**src/rtl/fetch_pkg.sv**
```systemverilog
// fetch_pkg: shared widths, reset defaults, FSM encoding and PC helper for the fetch stage.
package fetch_pkg;
    localparam int XLEN = 32;
    localparam logic [XLEN-1:0] RESET_PC_DEF = 32'h0000_0000;
    localparam logic [XLEN-1:0] NOP_INST_DEF = 32'h0000_0013;

    typedef enum logic [1:0] {
        S_IDLE  = 2'd0,
        S_REQ   = 2'd1,
        S_HOLD  = 2'd2,
        S_DRAIN = 2'd3
    } fetch_state_t;

    function automatic logic [XLEN-1:0] align_pc(input logic [XLEN-1:0] pc);
        return {pc[XLEN-1:2], 2'b00};
    endfunction
endpackage

```
**src/rtl/fetch_if.sv**
```systemverilog
// fetch_if: instruction memory read channel, one outstanding request, req held until ack.
interface fetch_if;
    import fetch_pkg::*;
    logic            req;
    logic [XLEN-1:0] addr;
    logic            ack;
    logic [XLEN-1:0] data;

    modport master (output req, addr, input ack, data);
    modport slave  (input req, addr, output ack, data);
endinterface

```
**src/rtl/fetch.sv**
```systemverilog
// fetch: RV32I fetch stage; keeps the PC, reads imem one request at a time and
// presents a registered inst/pc pair to decode, with stall skid buffer and redirect.
module fetch
    import fetch_pkg::*;
#(
    parameter logic [XLEN-1:0] RESET_PC = RESET_PC_DEF,
    parameter logic [XLEN-1:0] NOP_INST = NOP_INST_DEF
) (
    input  logic            i_clk,
    input  logic            i_rst_n,
    input  logic            i_stall,
    input  logic            i_flush,
    input  logic [XLEN-1:0] i_redirect_pc,
    fetch_if.master         imem,
    output logic [XLEN-1:0] or_inst,
    output logic [XLEN-1:0] or_pc,
    output logic            or_valid
);
    fetch_state_t    r_state, w_state;
    logic [XLEN-1:0] r_fetch_pc, w_fetch_pc;
    logic [XLEN-1:0] r_redir_pc, w_redir_pc;
    logic [XLEN-1:0] r_hold_inst, w_hold_inst;
    logic [XLEN-1:0] r_hold_pc, w_hold_pc;
    logic [XLEN-1:0] w_inst, w_pc, w_target;
    logic            w_valid;

    assign imem.req  = (r_state == S_REQ) || (r_state == S_DRAIN);
    assign imem.addr = r_fetch_pc;
    assign w_target  = align_pc(i_redirect_pc);

    always_comb begin
        w_state     = r_state;
        w_fetch_pc  = r_fetch_pc;
        w_redir_pc  = r_redir_pc;
        w_hold_inst = r_hold_inst;
        w_hold_pc   = r_hold_pc;
        w_inst      = or_inst;
        w_pc        = or_pc;
        w_valid     = or_valid;
        case (r_state)
            S_IDLE: w_state = S_REQ;
            S_REQ: begin
                if (i_flush) begin
                    w_valid = 1'b0;
                    w_inst  = NOP_INST;
                    if (imem.ack) begin
                        w_fetch_pc = w_target;
                    end else begin
                        w_redir_pc = w_target;
                        w_state    = S_DRAIN;
                    end
                end else if (imem.ack) begin
                    w_fetch_pc = r_fetch_pc + XLEN'(4);
                    if (i_stall) begin
                        w_hold_inst = imem.data;
                        w_hold_pc   = r_fetch_pc;
                        w_state     = S_HOLD;
                    end else begin
                        w_inst  = imem.data;
                        w_pc    = r_fetch_pc;
                        w_valid = 1'b1;
                    end
                end else if (!i_stall) begin
                    // decode consumed the last instruction and nothing new arrived: bubble
                    w_valid = 1'b0;
                    w_inst  = NOP_INST;
                end
            end
            S_HOLD: begin
                if (i_flush) begin
                    w_valid    = 1'b0;
                    w_inst     = NOP_INST;
                    w_fetch_pc = w_target;
                    w_state    = S_REQ;
                end else if (!i_stall) begin
                    w_inst  = r_hold_inst;
                    w_pc    = r_hold_pc;
                    w_valid = 1'b1;
                    w_state = S_REQ;
                end
            end
            S_DRAIN: begin
                // the in-flight read must finish before the redirect target is requested
                if (imem.ack) begin
                    w_fetch_pc = i_flush ? w_target : r_redir_pc;
                    w_state    = S_REQ;
                end else if (i_flush) begin
                    w_redir_pc = w_target;
                end
            end
            default: w_state = S_IDLE;
        endcase
    end

    always_ff @(posedge i_clk) begin
        if (!i_rst_n) begin
            r_state     <= S_IDLE;
            r_fetch_pc  <= RESET_PC;
            r_redir_pc  <= '0;
            r_hold_inst <= '0;
            r_hold_pc   <= '0;
            or_inst     <= NOP_INST;
            or_pc       <= '0;
            or_valid    <= 1'b0;
        end else begin
            r_state     <= w_state;
            r_fetch_pc  <= w_fetch_pc;
            r_redir_pc  <= w_redir_pc;
            r_hold_inst <= w_hold_inst;
            r_hold_pc   <= w_hold_pc;
            or_inst     <= w_inst;
            or_pc       <= w_pc;
            or_valid    <= w_valid;
        end
    end
endmodule

```
**src/flat_wrapper.sv**
```systemverilog
// flat-port wrapper written by rule: the top's interface ports become plain ports
module fetch_flat import fetch_pkg::*;
#(
    parameter logic [XLEN-1:0] RESET_PC = RESET_PC_DEF,
    parameter logic [XLEN-1:0] NOP_INST = NOP_INST_DEF
)
  (i_clk, i_rst_n, i_stall, i_flush, i_redirect_pc, or_inst, or_pc, or_valid, imem_req, imem_addr, imem_ack, imem_data);
  fetch_if imem_i ();
  input  logic i_clk;
  input  logic i_rst_n;
  input  logic i_stall;
  input  logic i_flush;
  input  logic [XLEN-1:0] i_redirect_pc;
  output logic [XLEN-1:0] or_inst;
  output logic [XLEN-1:0] or_pc;
  output logic or_valid;
  output wire logic [$bits(imem_i.req)-1:0] imem_req;
  output wire logic [$bits(imem_i.addr)-1:0] imem_addr;
  input wire logic [$bits(imem_i.ack)-1:0] imem_ack;
  input wire logic [$bits(imem_i.data)-1:0] imem_data;
  assign imem_req = imem_i.req;
  assign imem_addr = imem_i.addr;
  assign imem_i.ack = imem_ack;
  assign imem_i.data = imem_data;
  fetch #(.RESET_PC(RESET_PC), .NOP_INST(NOP_INST)) u_core (.i_clk(i_clk), .i_rst_n(i_rst_n), .i_stall(i_stall), .i_flush(i_flush), .i_redirect_pc(i_redirect_pc), .imem(imem_i), .or_inst(or_inst), .or_pc(or_pc), .or_valid(or_valid));
endmodule
```
**config.mk**
```make
export PLATFORM = sky130hd
export DESIGN_NAME = fetch_flat
export DESIGN_NICKNAME = d
export VERILOG_FILES = /design/src/rtl/fetch_pkg.sv /design/src/rtl/fetch_if.sv /design/src/rtl/fetch.sv /design/src/flat_wrapper.sv
export SDC_FILE = /design/constraint.sdc
export NUM_CORES = 1
export LEC_CHECK = 0
export ABC_AREA = 1
export BUFFER_PORTS_ARGS = -buffer_cell sky130_fd_sc_hd__buf_2
export CELL_PAD_IN_SITES_DETAIL_PLACEMENT = 0
export CELL_PAD_IN_SITES_GLOBAL_PLACEMENT = 2
export CORE_MARGIN = 2
export CORE_UTILIZATION = 32
export CTS_BUF_LIST = sky130_fd_sc_hd__clkbuf_8
export CTS_CLUSTER_SIZE = 8
export DETAILED_ROUTE_END_ITERATION = 8
export PLACE_DENSITY_LB_ADDON = 0.12
export SYNTH_ARGS = -nofsm -noshare
export SYNTH_HDL_FRONTEND = slang
export SYNTH_SLANG_ARGS = --single-unit
```
**constraint.sdc**
```tcl
create_clock -name i_clk -period 1.95 [get_ports i_clk]
set_clock_uncertainty 0.05 [all_clocks]
set_input_delay 0 -clock i_clk [delete_from_list [all_inputs] [get_ports i_clk]]
set_output_delay 0 -clock i_clk [all_outputs]
set_load 0.02 [all_outputs]
```
After elaboration in Yosys (flattened, before gate mapping)
Index checks and enable logic that the tools add are counted.
{"block": "word_totals", "output_inout_bits": 98, "register_bits": 195, "wordCells": 79}
{"block": "op_classes", "muxes": 38, "eq_ne": 19, "n_reduce_logical": 12, "bitwise": 1, "addsub": 1}
{"operator": "$mux W32", "count": 20}
{"operator": "$pmux W32 S2", "count": 3}
{"operator": "$pmux W32 S3", "count": 1}
{"operator": "$add A32 B3 Y32 const B", "count": 1}
{"operator": "$ne A2 B2 Y1 const B", "count": 10}
{"operator": "$ne A3 B3 Y1 const B", "count": 5}
{"operator": "$mux W2", "count": 7}
{"operator": "$reduce_and A4 Y1", "count": 3}
{"operator": "$pmux W2 S4", "count": 1}
{"operator": "$reduce_and A6 Y1", "count": 1}
{"operator": "$mux W1", "count": 5}
{"operator": "$reduce_and A5 Y1", "count": 1}
{"operator": "$eq A2 B2 Y1 const B", "count": 2}
{"operator": "$ne A4 B4 Y1 const B", "count": 1}
{"operator": "$reduce_bool A2 Y1", "count": 2}
{"operator": "$reduce_and A3 Y1", "count": 1}
{"operator": "$reduce_bool A3 Y1", "count": 1}
{"operator": "$eq A2 B1 Y1 const B", "count": 1}
{"operator": "$logic_not A2 Y1", "count": 1}
{"operator": "$pmux W1 S2", "count": 1}
{"operator": "$reduce_and A2 Y1", "count": 1}
{"operator": "$logic_or A1 B1 Y1", "count": 1}
{"operator": "$not A1 Y1", "count": 1}

Longest topological paths before layout
{"block": "depth", "depth_word": 4, "depth_mapped": 13, "mapped_depth_nobuf": 12}

Worst setup path before layout
No wires, ideal clock.
{"block": "synth_path", "kind": "flip-flop to flip-flop", "from": "register u_core.r_state[1]", "to": "register u_core.r_fetch_pc[30] (netlist: u_core.imem.addr[30])", "period_less_slack_ns": 1.794, "path_stages_with_launch": 11, "slack_ns": 0.156, "arrival_time_ns": 1.622, "required_ns": 1.778, "path_cell_list": "dfxtp_1 inv_1 ha_1 inv_1 nand2_1 nand2_1 nand2_1 buf_2 buf_2 a211oi_1 a21oi_1"}
{"block": "synth_between", "elab_chain_cells": 3}
{"item": "start, declared", "line_no": "fetch.sv:19", "source": "fetch_state_t r_state, w_state;"}
{"item": "start signal, assigned", "line_no": "fetch.sv:106", "source": "r_state <= w_state;"}
{"item": "$eq A2 B2 Y1 or $eq A2 B1 Y1 (tied branches)", "line_no": "fetch.sv:40", "source": "case (r_state)"}
{"item": "$ne A2 B2 Y1 (no line) or $reduce_bool A3 Y1 (tied branches)"}
{"item": "$reduce_and A4 Y1 (no line)"}
{"item": "end signal, assigned", "line_no": "fetch.sv:107", "source": "r_fetch_pc <= w_fetch_pc;"}
{"item": "end, declared", "line_no": "fetch.sv:20", "source": "logic [XLEN-1:0] r_fetch_pc, w_fetch_pc;"}
Several ways; a longest one is shown, not always the timed one.
A chain may end at the register's enable or synchronous reset.

Final worst setup path
{"block": "layout_path", "from": "register u_core.r_state[1]", "to": "register u_core.r_hold_pc[8]"}
{"block": "layout_between", "elab_chain_cells": 2}
{"item": "$eq A2 B1 Y1", "line_no": "fetch.sv:40"}
{"item": "$reduce_and A4 Y1 (no line)"}
{"item": "end signal, assigned", "line_no": "fetch.sv:110", "source": "r_hold_pc <= w_hold_pc;"}
{"item": "end, declared", "line_no": "fetch.sv:23", "source": "logic [XLEN-1:0] r_hold_pc, w_hold_pc;"}
Every way passes these cells.

==> metrics.log <==
INFO  metric status = finished, final reports clean
INFO  metric pin_count_of_the_biggest_net_entering_global_routing = 97
INFO  metric crit_path_frequent_cell = sky130_fd_sc_hd__inv_2
INFO  metric worst_setup_hold_path_clk_slew = 130 ps
INFO  metric netSwitchingFraction = 38.2%
INFO  metric placed_area = 0.0109 mm²
INFO  metric start_util = 32.8%
INFO  metric route.vias.total = 9,808
INFO  metric power_per_cell_area = 888 mW/mm²
INFO  metric design.die.area = 0.0300 mm²
INFO  metric root_buffer = sky130_fd_sc_hd__clkbuf_8
INFO  metric cp-start-kind = flip-flop
INFO  metric yosys.area.top_type = sky130_fd_sc_hd__dfxtp_1
INFO  metric synthesis.area_per_instance = 6.93 µm²
INFO  metric synthCells = 1,325
INFO  metric dominantRegCellSynth = sky130_fd_sc_hd__dfxtp_1
INFO  metric worstHoldEndpoint = u_core.r_hold_inst[23]
INFO  metric power.combinational.fraction = 31.0%
INFO  metric r2r_depth = 12
INFO  metric final_layout_size_suffix_gt1_share = 20.8%
INFO  metric num-nets-final = 1,647
INFO  metric hp_start = imem_data[23]
INFO  metric floorplan.io_pins = 167
INFO  metric crit_path_leading_delay_family = buffers and inverters
INFO  metric grt_pass1_vias = 8,862
INFO  metric cts_htree_levels = 4
INFO  metric core.rowCount = 61
INFO  metric synth_cell_type_count = 31
INFO  metric area_growth = 33.5%
INFO  metric r2r_setup_slack = 70 ps
INFO  metric synth_commonest_cells = sky130_fd_sc_hd__nand2_1, sky130_fd_sc_hd__a21oi_1, sky130_fd_sc_hd__dfxtp_1
INFO  metric internal_power = 6.72 mW
INFO  metric antenna_found_initial = 0
INFO  metric global_route.overflow_total = 0
INFO  metric crit_buf_inv = 7
INFO  metric synthesis.nets = 1,399
INFO  metric pwr-share-seq = 43.6%
INFO  metric setup-violations-final = 0
INFO  metric fin_area = 0.0123 mm²
INFO  metric cell_with_the_most_instances_after_synthesis = sky130_fd_sc_hd__nand2_1
INFO  metric drt-vias-per-instance = 4.99
INFO  metric number_of_maximum_capacitance_violations = 0
INFO  metric gp_congestion = 0.812
INFO  metric arr_time_crit_path = 2190 ps
INFO  metric rsz_0062_raised_after_global_routing = yes
INFO  metric clkSinkCount = 195
INFO  metric fin_hold_ws = 229 ps
INFO  metric layout_worst_path_cycle_share = 96.5%
INFO  metric detailedPlacementHpwl = 21,600 µm
INFO  metric core_area = 0.0280 mm²
INFO  metric critPathCaptureType = flip-flop
INFO  metric diodes = 0
INFO  metric grt_pass1_wl = 51,400 µm
INFO  metric yosysTopAreaCellShare = 42.5%
INFO  metric crit_slowest_cell = sky130_fd_sc_hd__dfxtp_4
INFO  metric achievable-frequency = 0.531 GHz
INFO  metric cts_tree = built
INFO  metric sequential_to_total_area_share_from_yosys_stat = 42.5%
INFO  metric layout_min_cycle_time = 1880 ps
INFO  metric maxSlewHeadroom = 69.4%
INFO  metric routed_wire_length_per_instance = 17.0 µm
INFO  metric die-width = 173 µm
INFO  metric worst_pin_slew = 459 ps
INFO  metric gr-usage-all-layers = 21.2%
INFO  metric detail_route.drc_violations = 0
INFO  metric numPortBuffers = 164
INFO  metric switching_power = 4.16 mW
INFO  metric p_clk_share = 25.4%
INFO  metric cp_slowest_stage_delay = 380 ps
INFO  metric cell_area_synth = 0.00918 mm²
INFO  metric edff_count_synth = 0
INFO  metric hold_violations = 0
INFO  metric cts_buffer_depth = 2
INFO  metric hold_removal_path_class = input port to flip-flop
INFO  metric netlist_top_cells_area = sky130_fd_sc_hd__dfxtp_1, sky130_fd_sc_hd__a21oi_1, sky130_fd_sc_hd__nand2_1
INFO  metric critPathRequiredTime = 2260 ps
INFO  metric ys_warn_count = 0
INFO  metric irDropWorstVdd = 351 µV
INFO  metric worst_skew_pair_latency = 480 ps
INFO  metric fillers = 2,935
INFO  metric drt_iter0_drc = 798
INFO  metric async_reset_ff_share = 0%
INFO  metric final_antenna_net_count = 0
INFO  metric crit-reg2reg-capture = u_core.r_hold_pc[8]
INFO  metric number_of_clock_buffers_inserted_by_tritoncts = 17
INFO  metric report.final.slew_viol_count = 0
INFO  metric path_max_fanout = 16
INFO  metric crit_path_cell_trace = inv_2 > ha_2 > inv_2 > nor2_2 > inv_2 > nor2_4 > inv_2 > nor2_4 > buf_12 > buf_6 > buf_6 > a21oi_1
INFO  metric critical_path_depth = 12
INFO  metric power.static_leakage = 5.14 nW
INFO  metric r2r-start = u_core.r_state[1]
INFO  metric die_height = 173 µm
INFO  metric whs_path_depth = 4
INFO  metric wl = 33,400 µm
INFO  metric synth.ff_latch_count = 195
INFO  metric timing.setup.critical_path_class = flip-flop to flip-flop
INFO  metric drt_pre_antenna_iters = 5
==> worst reg2reg max path, stage by stage (launching register included) <==
cell and delay (ps):
sky130_fd_sc_hd__dfxtp_4 380, sky130_fd_sc_hd__inv_2 70, sky130_fd_sc_hd__ha_2 200, sky130_fd_sc_hd__inv_2 50, sky130_fd_sc_hd__nor2_2 130, sky130_fd_sc_hd__inv_2 70, sky130_fd_sc_hd__nor2_4 70, sky130_fd_sc_hd__inv_2 60
sky130_fd_sc_hd__nor2_4 120, sky130_fd_sc_hd__buf_12 140, sky130_fd_sc_hd__buf_6 140, sky130_fd_sc_hd__buf_6 190, sky130_fd_sc_hd__a21oi_1 80
==> repair_timing <==
action / in CTS / in global routing
endpoints found under the hold margin: 129 / 0
setup endpoints to repair: 0 / 142
hold buffers: 66 / 0
setup buffers: 0 / 9
resized for setup: 0 / 30
==> flip-flops by register name (all words and copies together), names as in the netlist <==
name and flops:
u_core.imem.addr 32, u_core.or_inst 32, u_core.or_pc 32, u_core.r_hold_inst 32
u_core.r_hold_pc 32, u_core.r_redir_pc 32, u_core.r_state 2, u_core.or_valid 1
==> routing by layer <==
layer | wire length [µm] | up-vias | global-route usage [%]
li1 | - | 5012 | -
met1 | 18500 | 4552 | 34.8
met2 | 13300 | 230 | 29.0
met3 | 1300 | 14 | 2.59
met4 | 222 | 0 | 4.20
met5 | 0 | - | 0
==> stage by stage <==
step                      worst slack, ps  power [mW]  utilization, %  TNS, ps  instances
after floorplan                       156        6.54               -        0       1325
after global placement                117        7.92            38.8        0       1850
after detailed placement             80.6        7.94            38.8        0       1850
after CTS                            15.0        10.8            42.6        0       1948
after global routing                -53.8        11.5            43.7    -1280       1964
final                                68.2        10.9            43.7        0       1964
==> kinds of logic after synthesis <==
logic type / after synthesis / share of synthesized area, %
buffers and inverters: 152 / 6.82
AND/OR/NAND/NOR: 485 / 21.0
XOR/XNOR: 4 / 0.382
flip-flops: 195 / 42.5
AO/OA/AOI/OAI: 484 / 28.6
adder cells (fa/ha/maj): 5 / 0.682
==> final cells by class <==
cell class | instances | area (µm²) | share of cell area [%]
clock buffers | 19 | 262 | 2.13
clock inverters | 13 | 136 | 1.11
inverters | 57 | 229 | 1.87
multi-input cells | 978 | 4720 | 38.5
flip-flops and latches | 195 | 3910 | 31.9
well taps | 378 | 473 | 3.86
repair buffers | 324 | 2520 | 20.6
==> power by group through the flow <==
stage	clock [mW]	sequential, mW	combinational [mW]
final	2.76	4.74	3.38
after global routing	2.99	4.79	3.70
after CTS	2.85	4.73	3.24
after detailed placement	0	4.81	3.13
after global placement	0	4.82	3.10
after floorplan	0	5.15	1.38
==> layout by cell type (no fill, tap or decap), types with 3 or more instances in the layout <==
| master | count |
|---|---|
| sky130_fd_sc_hd__a211oi_1 | 17 |
| sky130_fd_sc_hd__a211oi_2 | 3 |
| sky130_fd_sc_hd__a21oi_1 | 246 |
| sky130_fd_sc_hd__a221oi_1 | 3 |
| sky130_fd_sc_hd__a31oi_1 | 9 |
| sky130_fd_sc_hd__a32oi_1 | 27 |
| sky130_fd_sc_hd__buf_12 | 17 |
| sky130_fd_sc_hd__buf_2 | 163 |
| sky130_fd_sc_hd__buf_4 | 66 |
| sky130_fd_sc_hd__buf_6 | 6 |
| sky130_fd_sc_hd__clkbuf_16 | 5 |
| sky130_fd_sc_hd__clkbuf_8 | 19 |
| sky130_fd_sc_hd__clkinv_4 | 4 |
| sky130_fd_sc_hd__dfxtp_1 | 191 |
| sky130_fd_sc_hd__dfxtp_2 | 3 |
| sky130_fd_sc_hd__dlygate4sd3_1 | 66 |
| sky130_fd_sc_hd__ha_1 | 3 |
| sky130_fd_sc_hd__inv_1 | 43 |
| sky130_fd_sc_hd__inv_2 | 8 |
| sky130_fd_sc_hd__inv_6 | 3 |
| sky130_fd_sc_hd__inv_8 | 4 |
| sky130_fd_sc_hd__nand2_1 | 279 |
| sky130_fd_sc_hd__nand3_1 | 35 |
| sky130_fd_sc_hd__nor2_1 | 150 |
| sky130_fd_sc_hd__nor2_2 | 8 |
| sky130_fd_sc_hd__nor2_4 | 7 |
| sky130_fd_sc_hd__o21ai_0 | 80 |
| sky130_fd_sc_hd__o21ai_1 | 91 |
| sky130_fd_sc_hd__o221ai_1 | 3 |
| sky130_fd_sc_hd__xor2_1 | 4 |
==> worst max path at each step <==
stage	from	to	slack, ps
floorplan	u_core.r_state[1]	u_core.imem.addr[30]	160
global placement	u_core.imem.addr[4]	u_core.imem.addr[29]	120
detailed placement	u_core.r_state[0]	u_core.or_inst[11]	80
CTS	u_core.r_state[1]	u_core.r_hold_pc[31]	10
global route	u_core.r_state[1]	u_core.r_hold_inst[9]	-50
finish	u_core.r_state[1]	u_core.r_hold_pc[8]	70
No activity file was read; power rests on OpenSTA's default activity.
